File: src/rtl/chan_pkg.sv
// Shared definitions for the channelizer AXI-stream family: framer FSM
// encoding and the {tlast, tdata} beat carried through skid buffers and FIFOs.
package chan_pkg;

  localparam int CHAN_DATA_WIDTH = 32;

  typedef enum logic {
    IDLE = 1'b0,
    SEND = 1'b1
  } framer_state_t;

  typedef struct packed {
    logic                       tlast;
    logic [CHAN_DATA_WIDTH-1:0] tdata;
  } axis_beat_t;

endpackage

File: src/rtl/axi_framer_tx_if.sv
// AXI-stream bundle (valid/ready/data/last) with master and slave views.
interface axi_framer_tx_if #(
  parameter int DATA_WIDTH = chan_pkg::CHAN_DATA_WIDTH
);

  logic                  tvalid;
  logic                  tready;
  logic                  tlast;
  logic [DATA_WIDTH-1:0] tdata;

  modport master (output tvalid, tdata, tlast, input tready);
  modport slave  (input tvalid, tdata, tlast, output tready);

endinterface

File: src/rtl/axi_skid_2.sv
// Two-entry registered AXI-stream slice. The output entry drives the bus
// directly; the spare entry absorbs one beat while the sink stalls. The
// caller gates push with a ready derived from occ_next, so a push into a
// full slice never happens.
module axi_skid_2
  import chan_pkg::*;
(
  input  logic       clk,
  input  logic       rst,
  input  logic       push,
  input  axis_beat_t push_beat,
  input  logic       pop_ready,
  output logic       out_valid,
  output axis_beat_t out_beat,
  output logic [1:0] occ_next
);

  logic [1:0] occ_q;
  axis_beat_t out_q;
  axis_beat_t spare_q;
  logic       pop;

  // Pop decision and next occupancy (push+pop together keeps occupancy)
  always_comb begin
    // NOTE: every always_comb output gets a default first so no path leaves it unassigned (no latch).
    pop      = (occ_q != 2'd0) && pop_ready;
    occ_next = occ_q;
    case ({push, pop})
      2'b10:   occ_next = occ_q + 2'd1;
      2'b01:   occ_next = occ_q - 2'd1;
      default: ;
    endcase
  end

  // Entry storage: fill output entry first, spill to spare, refill from spare
  always_ff @(posedge clk or posedge rst) begin
    // NOTE: sequential state uses <= so every register samples pre-edge values, independent of block order.
    if (rst) begin
      // NOTE: the data entries are reset too (not just occupancy) so the bus reads all-zero during reset.
      occ_q   <= 2'd0;
      out_q   <= '0;
      spare_q <= '0;
    end else begin
      occ_q <= occ_next;
      case (occ_q)
        2'd0: if (push) out_q <= push_beat;
        2'd1: begin
          if (push && pop) out_q   <= push_beat;
          else if (push)   spare_q <= push_beat;
        end
        default: if (pop) out_q <= spare_q;
      endcase
    end
  end

  assign out_valid = (occ_q != 2'd0);
  assign out_beat  = out_q;

endmodule

File: src/rtl/axi_framer_tx.sv
// Transmit framer: cuts an unframed sample stream into fixed-length packets
// with tlast on the final beat. A packet starts only while the downstream
// almost_full is low; once started it always completes. Output goes through
// a 2-entry skid so both sides run at full rate with registered handshakes.
module axi_framer_tx
  import chan_pkg::*;
#(
  parameter int DATA_WIDTH = CHAN_DATA_WIDTH,
  parameter int LEN_WIDTH  = 12,
  parameter int CNT_WIDTH  = 16
) (
  input  logic                 clk,
  input  logic                 async_reset,
  input  logic [LEN_WIDTH-1:0] frame_len,
  axi_framer_tx_if.slave       s_axis,
  input  logic                 almost_full,
  axi_framer_tx_if.master      m_axis,
  output logic                 busy,
  output logic [CNT_WIDTH-1:0] frame_count
);

  framer_state_t         state_q, state_next;
  logic [LEN_WIDTH-1:0]  beat_cnt_q;
  logic                  s_ready_q;
  logic                  push;
  logic                  push_last;
  logic [DATA_WIDTH-1:0] in_data;
  axis_beat_t            push_beat;
  axis_beat_t            out_beat;
  logic                  out_valid;
  logic [1:0]            occ_next;
  logic                  unused_s_tlast;

  // The input stream is unframed; its tlast carries no meaning here.
  assign unused_s_tlast = s_axis.tlast;

  assign in_data   = s_axis.tdata;
  assign push      = s_ready_q && s_axis.tvalid;
  assign push_last = (beat_cnt_q == '0);
  assign push_beat = '{tlast: push_last, tdata: in_data};

  // Next-state: start on almost_full low, finish on the tagged-last accept
  always_comb begin
    state_next = state_q;
    case (state_q)
      IDLE:    if (!almost_full) state_next = SEND;
      SEND:    if (push && push_last) state_next = IDLE;
      default: state_next = IDLE;
    endcase
  end

  // FSM state register
  always_ff @(posedge clk or posedge async_reset) begin
    if (async_reset) state_q <= IDLE;
    else             state_q <= state_next;
  end

  // Beat counter (frame_len latched at start, 0 treated as 1) and registered
  // input ready, computed from next-cycle state and skid occupancy
  always_ff @(posedge clk or posedge async_reset) begin
    if (async_reset) begin
      beat_cnt_q <= '0;
      s_ready_q  <= 1'b0;
    end else begin
      s_ready_q <= (state_next == SEND) && (occ_next != 2'd2);
      if (state_q == IDLE && !almost_full)
        beat_cnt_q <= (frame_len == '0) ? '0 : frame_len - LEN_WIDTH'(1);
      else if (push)
        beat_cnt_q <= beat_cnt_q - LEN_WIDTH'(1);
    end
  end

  // Completed-frame counter, wraps naturally
  always_ff @(posedge clk or posedge async_reset) begin
    if (async_reset)
      frame_count <= '0;
    else if (out_valid && m_axis.tready && out_beat.tlast)
      frame_count <= frame_count + CNT_WIDTH'(1);
  end

  axi_skid_2 u_skid (
    .clk       (clk),
    .rst       (async_reset),
    .push      (push),
    .push_beat (push_beat),
    .pop_ready (m_axis.tready),
    .out_valid (out_valid),
    .out_beat  (out_beat),
    .occ_next  (occ_next)
  );

  assign s_axis.tready = s_ready_q;
  assign m_axis.tvalid = out_valid;
  assign m_axis.tdata  = out_beat.tdata;
  assign m_axis.tlast  = out_beat.tlast;
  assign busy          = (state_q == SEND);

endmodule

File: src/flat_wrapper.sv
// flat-port wrapper written by rule: the top's interface ports become plain ports
module axi_framer_tx_flat import chan_pkg::*;
#(
  parameter int DATA_WIDTH = CHAN_DATA_WIDTH,
  parameter int LEN_WIDTH  = 12,
  parameter int CNT_WIDTH  = 16
)
  (clk, async_reset, frame_len, almost_full, busy, frame_count, s_axis_tvalid, s_axis_tdata, s_axis_tlast, s_axis_tready, m_axis_tvalid, m_axis_tdata, m_axis_tlast, m_axis_tready);
  axi_framer_tx_if #(.DATA_WIDTH(DATA_WIDTH)) s_axis_i ();
  axi_framer_tx_if #(.DATA_WIDTH(DATA_WIDTH)) m_axis_i ();
  input  logic clk;
  input  logic async_reset;
  input  logic [LEN_WIDTH-1:0] frame_len;
  input  logic almost_full;
  output logic busy;
  output logic [CNT_WIDTH-1:0] frame_count;
  input wire logic [$bits(s_axis_i.tvalid)-1:0] s_axis_tvalid;
  input wire logic [$bits(s_axis_i.tdata)-1:0] s_axis_tdata;
  input wire logic [$bits(s_axis_i.tlast)-1:0] s_axis_tlast;
  output wire logic [$bits(s_axis_i.tready)-1:0] s_axis_tready;
  output wire logic [$bits(m_axis_i.tvalid)-1:0] m_axis_tvalid;
  output wire logic [$bits(m_axis_i.tdata)-1:0] m_axis_tdata;
  output wire logic [$bits(m_axis_i.tlast)-1:0] m_axis_tlast;
  input wire logic [$bits(m_axis_i.tready)-1:0] m_axis_tready;
  assign s_axis_i.tvalid = s_axis_tvalid;
  assign s_axis_i.tdata = s_axis_tdata;
  assign s_axis_i.tlast = s_axis_tlast;
  assign s_axis_tready = s_axis_i.tready;
  assign m_axis_tvalid = m_axis_i.tvalid;
  assign m_axis_tdata = m_axis_i.tdata;
  assign m_axis_tlast = m_axis_i.tlast;
  assign m_axis_i.tready = m_axis_tready;
  axi_framer_tx #(.DATA_WIDTH(DATA_WIDTH), .LEN_WIDTH(LEN_WIDTH), .CNT_WIDTH(CNT_WIDTH)) u_core (.clk(clk), .async_reset(async_reset), .frame_len(frame_len), .s_axis(s_axis_i), .almost_full(almost_full), .m_axis(m_axis_i), .busy(busy), .frame_count(frame_count));
endmodule
File: config.mk
export PLATFORM = sky130hd
export DESIGN_NAME = axi_framer_tx_flat
export DESIGN_NICKNAME = d
export VERILOG_FILES = /design/src/rtl/chan_pkg.sv /design/src/rtl/axi_framer_tx_if.sv /design/src/rtl/axi_skid_2.sv /design/src/rtl/axi_framer_tx.sv /design/src/flat_wrapper.sv
export SDC_FILE = /design/constraint.sdc
export NUM_CORES = 1
export LEC_CHECK = 0
export ABC_AREA = 1
export BUFFER_PORTS_ARGS = -buffer_cell sky130_fd_sc_hd__buf_2
export CAP_MARGIN = 15
export CORE_ASPECT_RATIO = 1.75
export CORE_MARGIN = 2
export CORE_UTILIZATION = 45
export DETAILED_ROUTE_END_ITERATION = 16
export HOLD_SLACK_MARGIN = 0.06
export PLACE_DENSITY = 0.77
export RECOVER_POWER = 50
export SYNTH_ARGS = -nofsm -noshare
export SYNTH_HDL_FRONTEND = slang
export SYNTH_SLANG_ARGS = --single-unit
File: constraint.sdc
create_clock -name clk -period 3.7 [get_ports clk]
set_input_delay 0.37 -clock clk [delete_from_list [all_inputs] [get_ports clk]]
set_output_delay 0.37 -clock clk [all_outputs]
set_load 0.005 [all_outputs]
## After elaboration in Yosys (flattened, before gate mapping)

Index checks and enable logic that the tools add are counted.

- Flip-flop bits (word level): 98
- Input port bits: 50
- Output and inout port bits: 52
- Word-level logic and storage cells: 49

- $add $sub $neg: 5
- Equal/unequal tests: 6
- Muxes and demuxes: 11
- Bitwise logic cells: 2
- Reduce and logical (&&, ||, !) cells: 16

Operator list:

| operator | number |
|---|---|
| $mux W33 | 3 |
| $pmux W33 S2 | 1 |
| $mux W12 | 3 |
| $logic_not A12 Y1 | 2 |
| $sub A12 B1 Y12 const B | 2 |
| $add A16 B1 Y16 const B | 1 |
| $logic_and A1 B1 Y1 | 7 |
| $reduce_and A3 Y1 | 2 |
| $eq A2 B1 Y1 const B | 2 |
| $ne A2 B2 Y1 const B | 2 |
| $pmux W2 S2 | 1 |
| $reduce_bool A2 Y1 | 2 |
| $reduce_bool A3 Y1 | 1 |
| $add A2 B1 Y2 const B | 1 |
| $eq A2 B2 Y1 const B | 1 |
| $logic_not A2 Y1 | 1 |
| $mux W1 | 2 |
| $ne A2 B1 Y1 const B | 1 |
| $not A1 Y1 | 2 |
| $pmux W1 S2 | 1 |
| $sub A2 B1 Y2 const B | 1 |
| $logic_not A1 Y1 | 1 |

## Depth between registers and ports, before layout

- Word-level depth: 6
- Mapped depth: 11
- Depth with buffers taken out: 11

## By module

Synthesis repeated with hierarchy kept, for this count alone.

- Cells, all modules: 718
- Area total of the unflattened synthesis: 5559.1 µm²

Modules (own cells, without submodules):

| module | instances | cells each | area an instance (µm²) | seq. area each (µm²) |
|---|---|---|---|---|
| axi_skid_2 | 1 | 425 | 3380.7 | 1701.6 |
| axi_framer_tx | 1 | 293 | 2178.3 | 750.7 |

## Least setup slack after synthesis

Ideal clock, no wire load.

- Path kind: flip-flop to flip-flop
- Start point: reg u_core.u_skid.occ_q[1]
- End point: reg u_core.u_skid.spare_q[10] (netlist bit)
- Arrival: 1615 ps
- Required time: 3570 ps
- Slack: 1955 ps
- Cell stages (with the launch flop): 10
- Buffers on the path: 2
- Clock period less this slack: 1745 ps
- Cell sequence: dfrtp_1 -> inv_1 -> ha_1 -> nor2_1 -> inv_1 -> ha_1 -> nand2_1 -> buf_2 -> clkbuf_1 -> o21ai_0

- Cells in the longest elaborated chain, start to end: 5
- Elaborated cells on any way between the ends: 6
- Those cells by class: eq/ne (1); bitwise (1); reduce/logical (4)

RTL lines:

| what | RTL line | text |
|---|---|---|
| from (decl) | axi_skid_2.sv:18 | `logic [1:0] occ_q;` |
| from (signal assigned) | axi_skid_2.sv:44 | `occ_q <= occ_next;` |
| $reduce_bool A2 Y1 | axi_skid_2.sv:26 | `pop = (occ_q != 2'd0) && pop_ready;` |
| $logic_and A1 B1 Y1 | axi_skid_2.sv:26 |  |
| $logic_and A1 B1 Y1 | axi_skid_2.sv:48 | `if (push && pop) out_q <= push_beat;` |
| $not A1 Y1 (no line) | n/a |  |
| $reduce_and A3 Y1 (no line) * | n/a |  |
| to (signal assigned) | axi_skid_2.sv:49 | `else if (push) spare_q <= push_beat;` |
| to (decl) | axi_skid_2.sv:20 | `axis_beat_t spare_q;` |

Every way passes the cells marked *; elsewhere a longest branch is shown, timed or not.
A chain may end at the register's enable or synchronous reset.

==> flow_summary.yaml <==
placed_design:
  portBuffers: 100
  hpwl_um: 8090
  pre_cts_ws_ps: 1320
  gp_congestion: 0.807
  dp_cells: 876
yosys:
  synth_top_family_by_area: "simple AND/OR/NAND/NOR gates"
  synth_most_common_cell: "nand2_1"
  avgSynthCellArea_um2: 7.75
  yosysSeqAreaShare: 0.479
  synth_top_cells_by_area: "dfrtp_1 (48%), nand2_1 (18%), o21ai_0 (7.3%), inv_1 (5.1%), nor2_1 (2.8%)"
  ys_top_cells_by_count: "nand2_1 (244), dfrtp_1 (98), o21ai_0 (75)"
  ys_ff_latch: 98
  synth_area_mm2: 0.00512
  syn_inst: 660
  async_flop_share: 1.00
  yosysWarnings: 0
  synth_xor_area_frac: 0.0291
  synth_top_area_cell: "dfrtp_1"
  synth_top_area_frac: 0.479
  synthSimpleGateAreaFrac: 0.279
  synth_compound_area_frac: 0.103
  yosys_most_used_dff: "dfrtp_1"
  ys_types: 34
  synth_nets: 721
  synth_edf_count: 0
  synthMuxAreaShare: 0
  synthAdderAreaFrac: 0.0269
final_layout:
  drive_above_1_share: 0.173
  diodes: 0
  area_delta_synth_final_pct: 15.8
  layout.nets: 817
  finalNonFillerCells: 893
grt:
  overflow: 0
  grt_max_degree: 67
  first_global_vias: 4171
  grt_usage: 0.187
  grtUsageMet3: 0.0301
  grt_use_met2: 0.341
  use_met1: 0.213
  antenna_found_initial: 0
  busiest_layer: "met2"
  grt_pass1_wl_um: 18700
critical_path:
  max_stage_delay_ps: 1140
  crit_path_top_delay_cell: "clkbuf_1"
  critPathMaxFanout: 28
  path_cells: "dlygate4sd3_1, buf_2, clkinvlp_2, clkbuf_1"
  worstPathArrival_ps: 2830
  critical_path_class: "in2async"
  crit_buf_inv: 4
  crit_family: "buffers and inverters"
  startpoint_type: "input pin"
  worst_r2r_path_depth: 10
  crit_required_ps: 3890
  path_depth: 4
  cp-end-kind: "asynchronous set/reset pin"
sta:
  fin_crit_ps: 2650
  fin_crit_sh: 0.715
  finalSetupViolations: 0
  tightest_slew_ps: 1480
  skew_ps: 13.7
  fmax_ghz: 0.378
  fin_setup_tns_ps: 0
  hold_viol: 0
  timing.final.ws_setup_ps: 1050
  finalMaxSlewViolations: 0
  slew_headroom: 0.0159
  rsz0062_at_grt: "no"
clock_network:
  cts_resized: 0
  cts-htree-levels: 3
  clk_latency_ps: 350
  cts_tree: "yes"
  clockBufferDepth: 2
  numCtsBuffers: 9
  clk_pin_slew_ps: 70
  clock-sinks: 98
  clock-root-buffer: "clkbuf_16"
floorplanning:
  die_w_um: 84.6
  coreArea_mm2: 0.0111
  rows: 51
  die_area_mm2: 0.0123
  die_h_um: 145
  io_pins: 102
  initial_core_util: 0.461
routing:
  antenna_left: 0
  dr.pass1.iters: 4
  wirelength_um: 11200
  routed_via_density: 4.85
  initialDrtViolationCount: 227
  num_vias: 4328
  drc: 0
  wl_per_cell_um: 12.5
hold_path:
  hold_path.class: "in2reg"
  hold_path_depth: 3
power_and_ir_drop:
  p_leak_nw: 3.17
  power_density_mw_per_mm2: 718
  peakVddDrop_mv: 0.421
  design_power_total_w: 0.00425
outcome:
  outcome: "finished clean"
flow_run:
  max_cap_viol_count: 0
[cell families after synthesis]
logic type | Yosys count
buffers and inverters | 100
AO/OA/AOI/OAI | 96
adder cells (fa/ha/maj) | 11
XOR/XNOR | 17
AND/OR/NAND/NOR | 338
flip-flops | 98
[cell usage in the layout, fill, tap and decap left out, types with 2 or more instances in the layout]
cell | Yosys | routed
nor2_2 | 11 | 9
nand3_1 | 25 | 26
inv_1 | 70 | 72
xor2_1 | 11 | 11
clkinvlp_4 | 0 | 2
clkbuf_1 | 5 | 16
nor2_4 | 5 | 5
dfrtp_1 | 98 | 98
a31oi_1 | 2 | 2
buf_4 | 4 | 3
clkbuf_16 | 0 | 9
clkinv_4 | 0 | 3
buf_2 | 9 | 85
xnor2_1 | 6 | 6
o211ai_1 | 3 | 3
nand2_1 | 244 | 245
nand4_1 | 3 | 3
inv_2 | 9 | 5
ha_1 | 11 | 11
nor3_1 | 2 | 2
nor2_1 | 38 | 40
o21ai_0 | 75 | 75
a21oi_1 | 7 | 8
nand2_2 | 5 | 4
a22oi_1 | 3 | 3
[timing repair]
item	in CTS	in global routing
hold buffers	1	0
setup buffers	0	0
hold endpoints to repair	24	0
[per-stage QoR]
step                      instance area, um^2  hold slack, ps   util
after floorplan                          5120             453      -
after global placement                   5710             361  0.514
after detailed placement                 5710             364  0.514
after CTS                                6000             291  0.540
after global routing                     5930             286  0.534
final                                    5930             298  0.534
[routing by layer]
metal  share of wire  vias to the layer above
met2            0.55                       88
met5               0                        -
li1                -                     2247
met4           0.020                        0
met1            0.40                     1977
met3           0.036                       16
[layout make-up]
type	count	area, um^2
Inverter	79	298
Tap cell	132	165
Clock inverter	7	55.1
Timing Repair Buffer	106	523
Fill cell	1108	5170
Clock buffer	9	225
Sequential cell	98	2450
Multi-Input combinational cell	462	2210
[final timing paths]
path / from / endpoint / slack, ps
setup / recovery: async_reset / u_core.u_skid.out_beat[20]$_DFFE_PP0P_ / 1050
hold / removal: s_axis_tdata[9] / u_core.u_skid.spare_q[9]$_DFFE_PP0P_ / 300
setup reg to reg: u_core.u_skid.occ_q[0]$_DFF_PP0_ / u_core.u_skid.out_beat[25]$_DFFE_PP0P_ / 1360
hold reg to reg: u_core.u_skid.out_beat[20]$_DFFE_PP0P_ / u_core.u_skid.out_beat[20]$_DFFE_PP0P_ / 470
max in group clk: u_core.u_skid.occ_q[0]$_DFF_PP0_ / u_core.u_skid.out_beat[25]$_DFFE_PP0P_ / 1360
min in group asynchronous: async_reset / u_core.u_skid.out_beat[9]$_DFFE_PP0P_ / 780
[tightest hold or removal path, stage by stage]
cell and delay, ps:
buf_2 100, inv_1 50, o21ai_0 80
[power breakdown]
part | switching [W] | total (W) | leakage [nW] | internal (W)
combinational | 0.00103 | 0.00162 | 1.82 | 0.000589
clock | 0.000418 | 0.000879 | 0.132 | 0.000461
sequential | 0.000255 | 0.00175 | 1.22 | 0.00150
[sequential cells by signal (all words and copies together), names as in the netlist]
signal                  cells
u_core.busy                 1
u_core.beat_cnt_q          12
u_core.u_skid.out_beat     33
u_core.s_axis.tready        1
u_core.u_skid.occ_q         2
u_core.frame_count         16
u_core.u_skid.spare_q      33
(Power assumes the default switching activity.)
